## config.mk

```make
export PLATFORM = sky130hd
export DESIGN_NAME = tx_header_appender
export DESIGN_NICKNAME = d
export VERILOG_FILES = /design/src/rtl/tx_header_appender.sv
export SDC_FILE = /design/constraint.sdc
export NUM_CORES = 1
export LEC_CHECK = 0
export ABC_AREA = 1
export CAP_MARGIN = 20
export CORE_AREA = 4 4 118 120
export DETAILED_ROUTE_END_ITERATION = 16
export DIE_AREA = 0 0 122 124
export DONT_BUFFER_PORTS = 1
export PLACE_DENSITY_LB_ADDON = 0.3
export SKIP_CTS_REPAIR_TIMING = 1
export SLEW_MARGIN = 20
export SYNTH_ARGS = -nofsm -noshare
export SYNTH_HDL_FRONTEND = slang
export SYNTH_SLANG_ARGS = --single-unit
export TNS_END_PERCENT = 30
```

## constraint.sdc

```tcl
create_clock -name iClk -period 3.75 [get_ports iClk]
set_clock_uncertainty 0.1 [all_clocks]
set_input_delay 0.5625 -clock iClk [delete_from_list [all_inputs] [get_ports iClk]]
set_output_delay 0.5625 -clock iClk [all_outputs]
set_load 0.01 [all_outputs]
```

## src/rtl/tx_header_appender.sv

```systemverilog
// RDMA transmit header appender: prefixes each payload segment with a BTH
// beat and a length/PSN beat, and owns the 24-bit transmit PSN counter.
module tx_header_appender #(
   parameter int DATA_W = 64,
   parameter int META_W = 64
) (
   input  logic              iClk,
   input  logic              iRst,
   input  logic [META_W-1:0] iMETA,
   input  logic              iMETA_VALID,
   output logic              oMETA_READY,
   input  logic [DATA_W-1:0] iTDATA,
   input  logic              iTVALID,
   input  logic              iTLAST,
   output logic              oTREADY,
   output logic [DATA_W-1:0] oTDATA,
   output logic              oTVALID,
   output logic              oTLAST,
   input  logic              iTREADY,
   input  logic              iPSN_LOAD,
   input  logic [23:0]       iPSN_VALUE,
   output logic [23:0]       oPSN,
   output logic              oBUSY,
   output logic              oERR
);

   typedef enum logic [1:0] {
      IDLE,
      HDR0,
      HDR1,
      PAYLOAD
   } state_t;

   state_t      state;
   state_t      state_nxt;

   logic [7:0]  opcode;
   logic [23:0] dest_qp;
   logic [15:0] length;
   logic        ack_req;
   logic [23:0] hdr_psn;
   logic [23:0] psn;
   logic [13:0] beat_cnt;
   logic        err;

   logic        len_zero;
   logic        pay_xfer;
   logic [16:0] exp_beats;
   logic [16:0] got_beats;
   logic        unused_meta;

   assign unused_meta = ^iMETA[META_W-1:49];

   assign len_zero  = (length == 16'd0);
   assign pay_xfer  = (state == PAYLOAD) && iTVALID && iTREADY;
   // 17 bits so that length 16'hFFFF does not wrap when rounding up
   assign exp_beats = ({1'b0, length} + 17'd7) >> 3;
   assign got_beats = {3'b000, beat_cnt} + 17'd1;

   assign oPSN = psn;
   assign oERR = err;

   always_ff @(posedge iClk or posedge iRst) begin
      if (iRst) begin
         state <= IDLE;
      end else begin
         state <= state_nxt;
      end
   end

   always_comb begin
      state_nxt   = state;
      oMETA_READY = 1'b0;
      oTVALID     = 1'b0;
      oTLAST      = 1'b0;
      oTREADY     = 1'b0;
      oTDATA      = '0;
      oBUSY       = 1'b1;
      unique case (state)
         IDLE: begin
            oBUSY       = 1'b0;
            oMETA_READY = 1'b1;
            if (iMETA_VALID) begin
               state_nxt = HDR0;
            end
         end
         HDR0: begin
            oTVALID = 1'b1;
            oTDATA  = {opcode, 8'h00, 16'hFFFF, 8'h00, dest_qp};
            if (iTREADY) begin
               state_nxt = HDR1;
            end
         end
         HDR1: begin
            oTVALID = 1'b1;
            oTLAST  = len_zero;
            oTDATA  = {ack_req, 7'b0, hdr_psn, length, 16'h0000};
            if (iTREADY) begin
               state_nxt = len_zero ? IDLE : PAYLOAD;
            end
         end
         PAYLOAD: begin
            oTDATA  = iTDATA;
            oTVALID = iTVALID;
            oTLAST  = iTLAST;
            oTREADY = iTREADY;
            if (pay_xfer && iTLAST) begin
               state_nxt = IDLE;
            end
         end
         default: begin
            state_nxt = IDLE;
         end
      endcase
   end

   always_ff @(posedge iClk or posedge iRst) begin
      if (iRst) begin
         opcode   <= '0;
         dest_qp  <= '0;
         length   <= '0;
         ack_req  <= 1'b0;
         hdr_psn  <= '0;
         psn      <= '0;
         beat_cnt <= '0;
         err      <= 1'b0;
      end else begin
         if (state == IDLE) begin
            if (iPSN_LOAD) begin
               psn <= iPSN_VALUE;
            end
            // a coincident load is what the accepted packet carries
            if (iMETA_VALID) begin
               opcode   <= iMETA[7:0];
               dest_qp  <= iMETA[31:8];
               length   <= iMETA[47:32];
               ack_req  <= iMETA[48];
               hdr_psn  <= iPSN_LOAD ? iPSN_VALUE : psn;
               beat_cnt <= '0;
            end
         end
         if ((state == HDR1) && iTREADY) begin
            psn <= psn + 24'd1;
         end
         if (pay_xfer) begin
            beat_cnt <= beat_cnt + 14'd1;
            if (iTLAST && (got_beats != exp_beats)) begin
               err <= 1'b1;
            end
         end
      end
   end

endmodule

```

After elaboration in Yosys (flattened, before gate mapping)
Index checks and enable logic that the tools add are counted.

word-level totals
  bits in registers = 114
  latch bits = 0
  RAM bits = 0
  ROM bits = 0
  input bits = 159
  output and inout port bits = 94
  word-level logic and storage cells = 54
  memories kept = 0

operators by class
  $add $sub $neg = 4
  multipliers = 0
  div/mod/pow operators = 0
  $lt $le $gt $ge = 0
  equality and inequality tests = 8
  shift operators = 0
  muxes and demuxes = 18
  bitwise gates (word level) = 0
  reductions and logical operators = 15

operators by type and width
  cell                                           count
  one-hot mux 64 bit (3 select lines)            1
  2-to-1 mux 24 bit                              3
  2-to-1 mux 14 bit                              3
  adder 24 x 1 -> 24 bit, second input constant  1
  adder 16 x 3 -> 17 bit, second input constant  1
  zero test 16 bit                               1
  adder 14 x 1 -> 15 bit, second input constant  1
  != test 15 x 14 -> 1 bit                       1
  adder 14 x 1 -> 14 bit, second input constant  1
  2-to-1 mux 2 bit                               5
  one-hot mux 2 bit (4 select lines)             1
  != test 2 bit, second input constant           3
  AND reduction 2 bit                            3
  nonzero test 2 bit                             3
  logical AND 1 bit                              5
  == test 2 bit, second input constant           2
  one-hot mux 1 bit (2 select lines)             2
  AND reduction 4 bit                            1
  2-to-1 mux 1 bit                               3
  == test 2 x 1 -> 1 bit, second input constant  1
  zero test 2 bit                                1
  != test 2 x 1 -> 1 bit, second input constant  1
  OR reduction 2 bit                             1

Depth between registers and ports, before layout
Gate-level depths: netlist of the first run.

  depth after elaboration = 6
  depth in mapped cells = 15
  gate-level depth less buffers = 15

Least setup slack after synthesis of the first run
Ideal clock, no wire load.

  kind = register -> output
  start = register state[1]
  end = output oTDATA[57]
  data arrival time = 1,578 ps
  data required time = 3,087 ps
  slack = 1,510 ps
  cell stages (with the launch flop) = 8
  buffers on the path = 3
  cells stage by stage = dfrtp_1 -> clkbuf_1 -> inv_1 -> ha_1 -> clkbuf_1 -> clkbuf_1 -> nand2_1 -> a21oi_1

on the way
  word-level cells in the longest chain between the ends = 2
  elaborated cells between the ends (all ways) = 4
  those cells by class = eq/ne: 3; mux: 1

ends and longest elaborated chain
  what                                                     line  RTL
  start, declared                                          34    state_t state;
  start signal, assigned                                   67    state <= state_nxt;
  == test 2 bit or == test 2 x 1 -> 1 bit (tied branches)  79    unique case (state)
  one-hot mux 64 bit (3 select lines) *                    79
  end, declared                                            16    output logic [DATA_W-1:0] oTDATA,

Mark *: on every way between the ends. The rest lies on a longest branch, timed or not.

Final worst setup path of the first run
  start = register state[1]
  end = output oTDATA[32]

The elaborated chain is that of the path after synthesis.

==> results_dict.tcl, run 1 <==
set metrics [dict create \
    synth-seq-area-share_pct 38.9 \
    path_max_fanout 22 \
    ys_types 35 \
    cp-end-kind "output pin" \
    clock_path_buffers 2 \
    synth_seq_cells 114 \
    dieWidth_um 122 \
    rsz0062_at_grt "false" \
    cp_cell_sequence "buf_4, ha_1, buf_4, inv_1, o21ai_0, nand2_1, nand2_1" \
    worstPathRequired_ns 3.09 \
    ys.flop_type "dfrtp_1" \
    htreeDepth 4 \
    syn2layout_area_growth_pct 10.6 \
    synthTopCellsByArea "dfrtp_1, nand2_1, o21ai_0" \
    startpoint_type "register" \
    synth_top_cell_by_area "dfrtp_1" \
    vias_per_cell 5.70 \
    portBuffers 0 \
    outcome "completed" \
    drcViolationCount 0 \
    path_clk_slew_ns 0.06 \
    fill_cells 1218 \
    setup_violations 0 \
    slew_violations 0 \
    antenna_left 0 \
    firstDrtPassIters 5 \
    setup.worst_path.class "register to output pin" \
    relSlewSlack_pct 42.6 \
    grt_overflow 0 \
    total_power_mw 6.84 \
    cp_slowest_stage_delay_ns 0.36 \
    cts_buffers 17 \
    n_antenna_cell 0 \
    grt_pass1_wl_um 33600 \
    final_hold_viol_count 0 \
    vdd_drop_max_uv 433 \
    r2r_cells 8 \
    critPathTopFamily "buffers and inverters" \
    wl_per_cell_um 17.0 \
    fin_crit_ns 3.12 \
    cp_slowest_cell "inv_1" \
    cp_num_buf_inv 3 \
    min_period_over_period_pct 83.2 \
    yosysWarnings 0 \
    hold_class "input pin to async pin" \
    path_depth 7 \
    grtUsageTotal_pct 28.3 \
    yosys.area_share.simple_pct 35.5 \
    synth_top_area_share_pct 38.9 \
    grt_max_degree 66 \
    fp-row-count 42 \
    die_area_sq_um 15100 \
    synth_xor_area_share_pct 1.65 \
    drt-initial-drc-count 571 \
    drive_gt1_share_pct 8.24 \
    synth_cells 1112 \
    core_area_sq_um 13000 \
    ys_async_sr_fraction_pct 100 \
    numClockSinks 114 \
    synthesis.nets 1278 \
    syn-cell-area_sq_um 7340 \
    cts_root_buf "clkbuf_16" \
    syn_avg_cell_area_sq_um 6.60 \
    grt_pass1_vias 6775 \
    synth-edff-count 0 \
    die_h_um 124 \
    dp_hpwl_um 15800 \
    cellPowerDensity_nw_per_um2 843 \
    antenna_found_initial 0 \
    fin_setup_tns_ns 0 \
    clock_latency_ns 0.41 \
    synth_top_family_by_area "simple AND/OR/NAND/NOR gates" \
    layout.nets 1257 \
    p_leak_nw 3.84 \
    max_cap_viol_count 0 \
    synth-adder-area-share_pct 1.19 \
    gp_congestion 0.915 \
    cts_tree "yes" \
    synth_mux_area_share_pct 0.273 \
    start_util_pct 56.5 \
    tightest_slew_ns 0.857 \
    ioPinCount 253 \
    synth_compound_area_share_pct 13.9 \
    vias 7298 \
    fmax_ghz 0.321 \
    wl_um 21700 \
    final_core_util_pct 62.5 \
    critical_path_arrival_ns 2.46 \
]
[power breakdown]
| group | internal [mW] | total (mW) | switching (mW) |
|---|---|---|---|
| Sequential | 1.73 | 2.28 | 0.544 |
| Clock | 1.10 | 1.69 | 0.587 |
| Combinational | 0.851 | 2.87 | 2.02 |
[cells in the mapped netlist, types with 4 or more instances]
library cell	instances
dfrtp_1	114
xor2_1	11
nor2_4	4
o221ai_1	6
a22o_1	4
nor3_1	10
nand3_1	53
o21ai_0	87
o22ai_1	11
nor2_1	41
a21oi_1	47
clkbuf_1	45
nand4_1	13
ha_1	7
buf_2	5
nand2_2	13
inv_2	7
inv_1	104
o21ai_1	9
nor2_2	12
o211ai_1	16
nand2_1	472
[cells by family after synthesis]
kind of cell    after synthesis
compound gates              183
xor+xnor                     13
fa+ha+maj                     7
buf+inv                     165
flops                       114
mux                           2
simple gates                628
[worst reg2reg max path: cells and delay by family (launching register included)]
kind | cells | cell delay (ns)
buf+inv | 3 | 0.78
compound gates | 2 | 0.33
fa+ha+maj | 1 | 0.27
flops | 1 | 0.37
simple gates | 2 | 0.83
[flip-flops by register name, summed over array words and instances (netlist names)]
signal / count
ack_req: 1
beat_cnt: 14
dest_qp: 24
hdr_psn: 24
length: 16
oERR: 1
oPSN: 24
opcode: 8
state: 2
[cell type report]
class / instances / area, sq um / area share, %
clock buffers: 20 / 467 / 5.75
repair buffers: 11 / 120 / 1.48
multi-input cells: 833 / 3870 / 47.7
flip-flops and latches: 114 / 2850 / 35.2
clock inverters: 12 / 155 / 1.91
well taps: 176 / 220 / 2.71
inverters: 114 / 430 / 5.31
[layer usage]
layer / GRT usage, % / vias up / part of all wire, %
li1: - / 3505 / -
met1: 36.7 / 3408 / 41
met2: 44.6 / 332 / 48
met3: 9.31 / 53 / 8.6
met4: 9.73 / 0 / 2.4
met5: 0 / - / 0
[metrics by stage]
stage          std cells  setup WS, ns  hold slack (ns)  instance area [sq um]
3_3_place_gp        1248          1.02            0.363                   7490
3_5_place_dp        1248         0.938            0.365                   7490
6_report            1280         0.630           0.0261                   8110
4_1_cts             1280         0.607           0.0424                   8110
5_1_grt             1280         0.463           0.0746                   8110
2_1_floorplan       1112        0.0718            0.349                   7340
[path summary, 6_finish.rpt]
kind	slack, ns	start	to
hold reg to reg	0.38	dest_qp[16]	dest_qp[16]
setup reg to reg	0.92	state[1]	oPSN[8]
min in group iClk	0.16	iMETA[2]	opcode[2]
hold / removal	0.03	iRst	beat_cnt[7]
setup / recovery	0.63	state[1]	oTDATA[32]
max in group asynchronous	2.75	iRst	dest_qp[9]
[cell usage in the layout, fill, tap and decap left out, drive strengths merged]
master    synthesis  routed
o221ai            7       7
a21oi            47      47
o211ai           16      16
clkinv            3       9
o21ai            96      96
xor2             12      12
buf               6      11
ha                7       7
inv             111     112
bufinv            0       3
nor3             13      13
nand2           485     485
a22oi             1       1
or2               1       1
mux2i             2       2
a22o              4       4
nand3b            1       1
clkinvlp          0       2
nor2             57      57
nand4            13      13
nand3            55      55
xnor2             1       1
o22ai            11      11
dfrtp           114     114
nor4              3       3
clkbuf           45      20
o311ai            1       1
(Power assumes the default switching activity.)
==> run 2, diff against run 1 <==
--- a/config.mk
+++ b/config.mk
@@ -7,9 +7,9 @@
 export LEC_CHECK = 0
 export ABC_AREA = 1
 export CAP_MARGIN = 20
-export CORE_AREA = 4 4 118 120
+export CORE_AREA = 4 4 112 114
 export DETAILED_ROUTE_END_ITERATION = 16
-export DIE_AREA = 0 0 122 124
+export DIE_AREA = 0 0 116 118
 export DONT_BUFFER_PORTS = 1
 export PLACE_DENSITY_LB_ADDON = 0.3
 export SKIP_CTS_REPAIR_TIMING = 1
==> constraint.sdc (replaced) <==
create_clock -name iClk -period 2.95 [get_ports iClk]
set_clock_uncertainty 0.1 [all_clocks]
set_input_delay 0.4425 -clock iClk [delete_from_list [all_inputs] [get_ports iClk]]
set_output_delay 0.4425 -clock iClk [all_outputs]
set_load 0.01 [all_outputs]
==> results_dict.tcl, run 2 (same netlist as run 1, synthesis figures left out) <==
set metrics [dict create \
    worstPathRequired_ns 2.41 \
    drt-initial-drc-count 767 \
    cp-end-kind "output pin" \
    relSlewSlack_pct 40.6 \
    antenna_left 0 \
    die_area_sq_um 13700 \
    ioPinCount 253 \
    grt_max_degree 66 \
    dieWidth_um 116 \
    core_area_sq_um 11400 \
    grt_pass1_vias 6628 \
    fill_cells 966 \
    fmax_ghz 0.369 \
    drcViolationCount 0 \
    hold_class "input pin to async pin" \
    firstDrtPassIters 8 \
    fin_setup_tns_ns 0 \
    portBuffers 0 \
    numClockSinks 114 \
    cp_cell_sequence "inv_1, ha_1, inv_1, o22ai_1, buf_4" \
    final_core_util_pct 70.9 \
    gp_congestion 0.930 \
    antenna_found_initial 0 \
    start_util_pct 64.3 \
    cellPowerDensity_nw_per_um2 1080 \
    slew_violations 0 \
    clock_path_buffers 2 \
    cp_slowest_cell "inv_1" \
    syn2layout_area_growth_pct 10.4 \
    setup.worst_path.class "register to output pin" \
    cts_tree "yes" \
    wl_um 21400 \
    final_hold_viol_count 35 \
    p_leak_nw 3.84 \
    fp-row-count 39 \
    path_clk_slew_ns 0.06 \
    place_inst 1217 \
    vdd_drop_max_uv 746 \
    fin_crit_ns 2.71 \
    clock_latency_ns 0.42 \
    htreeDepth 4 \
    min_period_over_period_pct 91.9 \
    critical_path_arrival_ns 2.17 \
    grt_overflow 0 \
    cts_buffers 17 \
    cp_slowest_stage_delay_ns 0.50 \
    holdWs_ns -0.0450 \
    tightest_slew_ns 0.889 \
    cp_common_cell "inv_1" \
    grt_pass1_wl_um 33700 \
    cp_num_buf_inv 3 \
    drive_gt1_share_pct 8.41 \
    critPathTopFamily "buffers and inverters" \
    startpoint_type "register" \
    final_cell_mix "nand2_1, dfrtp_1, inv_1, o21ai_0, nand3_1" \
    max_cap_viol_count 0 \
    dp_hpwl_um 15600 \
    vias_per_cell 5.81 \
    path_max_fanout 20 \
    layout.nets 1259 \
    cts_root_buf "clkbuf_16" \
    n_antenna_cell 0 \
    instances_no_fill 1249 \
    final_common_cell "nand2_1" \
    setup_violations 0 \
    grtUsageTotal_pct 31.0 \
    outcome "finished, violations left" \
    vias 7256 \
    wl_per_cell_um 17.1 \
    die_h_um 118 \
    rsz0062_at_grt "false" \
    violations "hold timing" \
]
==> run 2: cell count changes in the layout (fill, tap and decap cells not counted), moves of 2 or more <==
cell,previous run,this run
clkbuf_8,3,0
inv_6,1,5
inv_8,0,2
clkinv_2,3,0
==> run 2: power by group <==
group          switching [mW]  total [mW]  internal, mW
registers               0.701        2.91          2.20
logic                    2.57        3.66          1.09
clock network           0.828        2.18          1.35
==> run 2: path summary, 6_finish.rpt <==
kind	startpoint	to	slack, ns	depth (start not counted)
hold reg to reg	dest_qp[20]	dest_qp[20]	0.38	2
setup / recovery	state[0]	oTLAST	0.24	5
max in group asynchronous	iRst	length[15]	2.07	2
setup reg to reg	state[1]	beat_cnt[4]	0.53	6
min in group iClk	iMETA[9]	dest_qp[1]	0.03	2
hold / removal	iRst	hdr_psn[1]	-0.05	1
==> run 2: final cells by class <==
class                      count  area (sq um)  share of cell area [%]
multi-input combinational    833          3870                    47.7
sequential                   114          2850                    35.2
inverter                     114           432                    5.33
clock buffer                  17           425                    5.25
clock inverter                15           198                    2.44
tap                          143           179                    2.21
timing repair buffer          13           148                    1.82
==> run 2: worst reg2reg max path, delay by kind of cell, from the launching register on <==
kind                     cells  cell delay (ns)
buffers and inverters        2             0.64
AND/OR/NAND/NOR              2             0.54
flip-flops                   1             0.42
adder cells (fa/ha/maj)      1             0.33
AO/OA/AOI/OAI                1             0.29
==> run 2: metrics by stage <==
step	setup WS (ns)	total power [mW]	instance area (sq um)
global placement	0.664	6.41	7470
detailed placement	0.607	6.49	7470
CTS	0.181	8.71	8100
global route	0.137	9.35	8100
floorplan	0.830	5.56	7340
finish	0.238	8.74	8100
==> run 2: routing by layer <==
| metal | global-route usage, % | part of all wire (%) | vias up |
|---|---|---|---|
| met1 | 42.0 | 41 | 3352 |
| li1 | - | - | 3512 |
| met2 | 48.5 | 48 | 354 |
| met4 | 8.41 | 1.7 | 0 |
| met3 | 9.05 | 9.3 | 38 |
| met5 | 0 | 0 | - |
==> run 3, diff against run 2 <==
--- a/config.mk
+++ b/config.mk
@@ -7,9 +7,10 @@
 export LEC_CHECK = 0
 export ABC_AREA = 1
 export CAP_MARGIN = 20
-export CORE_AREA = 4 4 112 114
+export CORE_AREA = 4 4 116 118
+export CTS_CLUSTER_SIZE = 12
 export DETAILED_ROUTE_END_ITERATION = 16
-export DIE_AREA = 0 0 116 118
+export DIE_AREA = 0 0 120 122
 export DONT_BUFFER_PORTS = 1
 export PLACE_DENSITY_LB_ADDON = 0.3
 export SKIP_CTS_REPAIR_TIMING = 1
==> results_dict.tcl, run 3 (same netlist as run 1, synthesis figures left out) <==
set metrics [dict create \
    place_inst 1247 \
    cts_tree "yes" \
    gp_congestion 0.961 \
    p_leak_nw 3.86 \
    cp_common_cell "inv_1" \
    outcome "completed" \
    grt_overflow 0 \
    core_area_sq_um 12500 \
    vias 7320 \
    drcViolationCount 0 \
    antenna_left 0 \
    power.switching_mw 4.06 \
    startpoint_type "register" \
    fp-row-count 41 \
    setup.reg_to_reg.worst_slack_ns 0.41 \
    ioPinCount 253 \
    clock_path_buffers 2 \
    die_h_um 122 \
    cellPowerDensity_nw_per_um2 1080 \
    dp_hpwl_um 16000 \
    htreeDepth 4 \
    numClockSinks 114 \
    vdd_drop_max_uv 528 \
    internal-power_mw 4.73 \
    placed_area_sq_um 7520 \
    max_cap_viol_count 0 \
    critical_path_arrival_ns 2.19 \
    antenna_found_initial 0 \
    fill_cells 1157 \
    cp_cell_sequence "inv_1, ha_1, inv_1, o22ai_1, buf_4" \
    final_hold_viol_count 0 \
    wl_um 21700 \
    grt_pass1_vias 6673 \
    tightest_slew_ns 0.664 \
    cp_slowest_cell "inv_1" \
    die_area_sq_um 14600 \
    cp_slowest_stage_delay_ns 0.53 \
    start_util_pct 58.9 \
    wl_per_cell_um 17.0 \
    setup.worst_path.class "register to output pin" \
    path_clk_slew_ns 0.06 \
    fin_setup_tns_ns 0 \
    n_antenna_cell 0 \
    min_period_over_period_pct 92.6 \
    p_sw_share_pct 46.2 \
    layout.nets 1261 \
    rsz0062_at_grt "false" \
    drive_gt1_share_pct 8.30 \
    fin_crit_ns 2.73 \
    holdWs_ns 0.0307 \
    path_max_fanout 20 \
    setup_violations 0 \
    cts_root_buf "clkbuf_16" \
    final_common_cell "nand2_1" \
    relSlewSlack_pct 55.7 \
    syn2layout_area_growth_pct 11.2 \
    clock_latency_ns 0.42 \
    grt_pass1_wl_um 33900 \
    fmax_ghz 0.366 \
    drt-initial-drc-count 637 \
    firstDrtPassIters 6 \
    p_comb_share_pct 41.8 \
    pwr-share-clk_pct 25.1 \
    final_cell_area_sq_um 8160 \
    vias_per_cell 5.72 \
    portBuffers 0 \
    worstPathRequired_ns 2.41 \
    grtUsageTotal_pct 29.4 \
    hold_class "input pin to register" \
    seqPwrFrac_pct 33.0 \
    cts_buffers 17 \
    final_cell_mix "nand2_1, dfrtp_1, inv_1, o21ai_0, nand3_1" \
    instances_no_fill 1280 \
    grt_max_degree 78 \
    dieWidth_um 120 \
    cp-end-kind "output pin" \
    slew_violations 0 \
]
run 3: layer usage:
metal	track usage, %	part of all wire (%)
met5	0	0
met4	9.45	2.3
met3	8.12	8.7
met2	46.4	48
met1	39.6	40
run 3: per-stage QoR:
| stage | utilization [%] | power (mW) | setup slack [ns] |
|---|---|---|---|
| 3_5_place_dp | 60.3 | 6.53 | 0.463 |
| 4_1_cts | 65.4 | 8.78 | 0.256 |
| 6_report | 65.5 | 8.79 | 0.219 |
| 2_1_floorplan | - | 5.56 | 0.830 |
| 3_3_place_gp | 60.3 | 6.44 | 0.519 |
| 5_1_grt | 65.5 | 9.42 | 0.0868 |
run 3: final cells by class:
cell class	count	area [sq um]	area share (%)
sequential	114	2850	35.0
timing repair buffer	15	165	2.02
clock inverter	14	204	2.50
tap	172	215	2.64
multi-input combinational	833	3860	47.3
clock buffer	18	429	5.26
inverter	114	432	5.29
run 3: path summary, 6_finish.rpt:
path,start,endpoint,cells after the start
worst max-delay path,state[0],oTLAST,5
worst min-delay path,iMETA[14],dest_qp[6],2
worst max register to register,state[0],oPSN[19],10
worst min register to register,ack_req,ack_req,2
max in group asynchronous,iRst,dest_qp[12],3
min in group asynchronous,iRst,hdr_psn[8],2
run 3: power by group through the flow:
| stage | Clock, mW | Sequential (mW) | Combinational, mW |
|---|---|---|---|
| floorplan | 0 | 2.69 | 2.86 |
| global placement | 0 | 2.89 | 3.55 |
| detailed placement | 0 | 2.88 | 3.64 |
| CTS | 2.23 | 2.89 | 3.66 |
| global route | 2.30 | 2.98 | 4.14 |
| finish | 2.21 | 2.90 | 3.68 |
run 3: worst max-delay path: cells and delay by family, from the launching register on:
family | cells | cell delay (ns)
adder cells (fa/ha/maj) | 1 | 0.30
AO/OA/AOI/OAI | 1 | 0.25
buffers and inverters | 3 | 0.84
flip-flops | 1 | 0.39
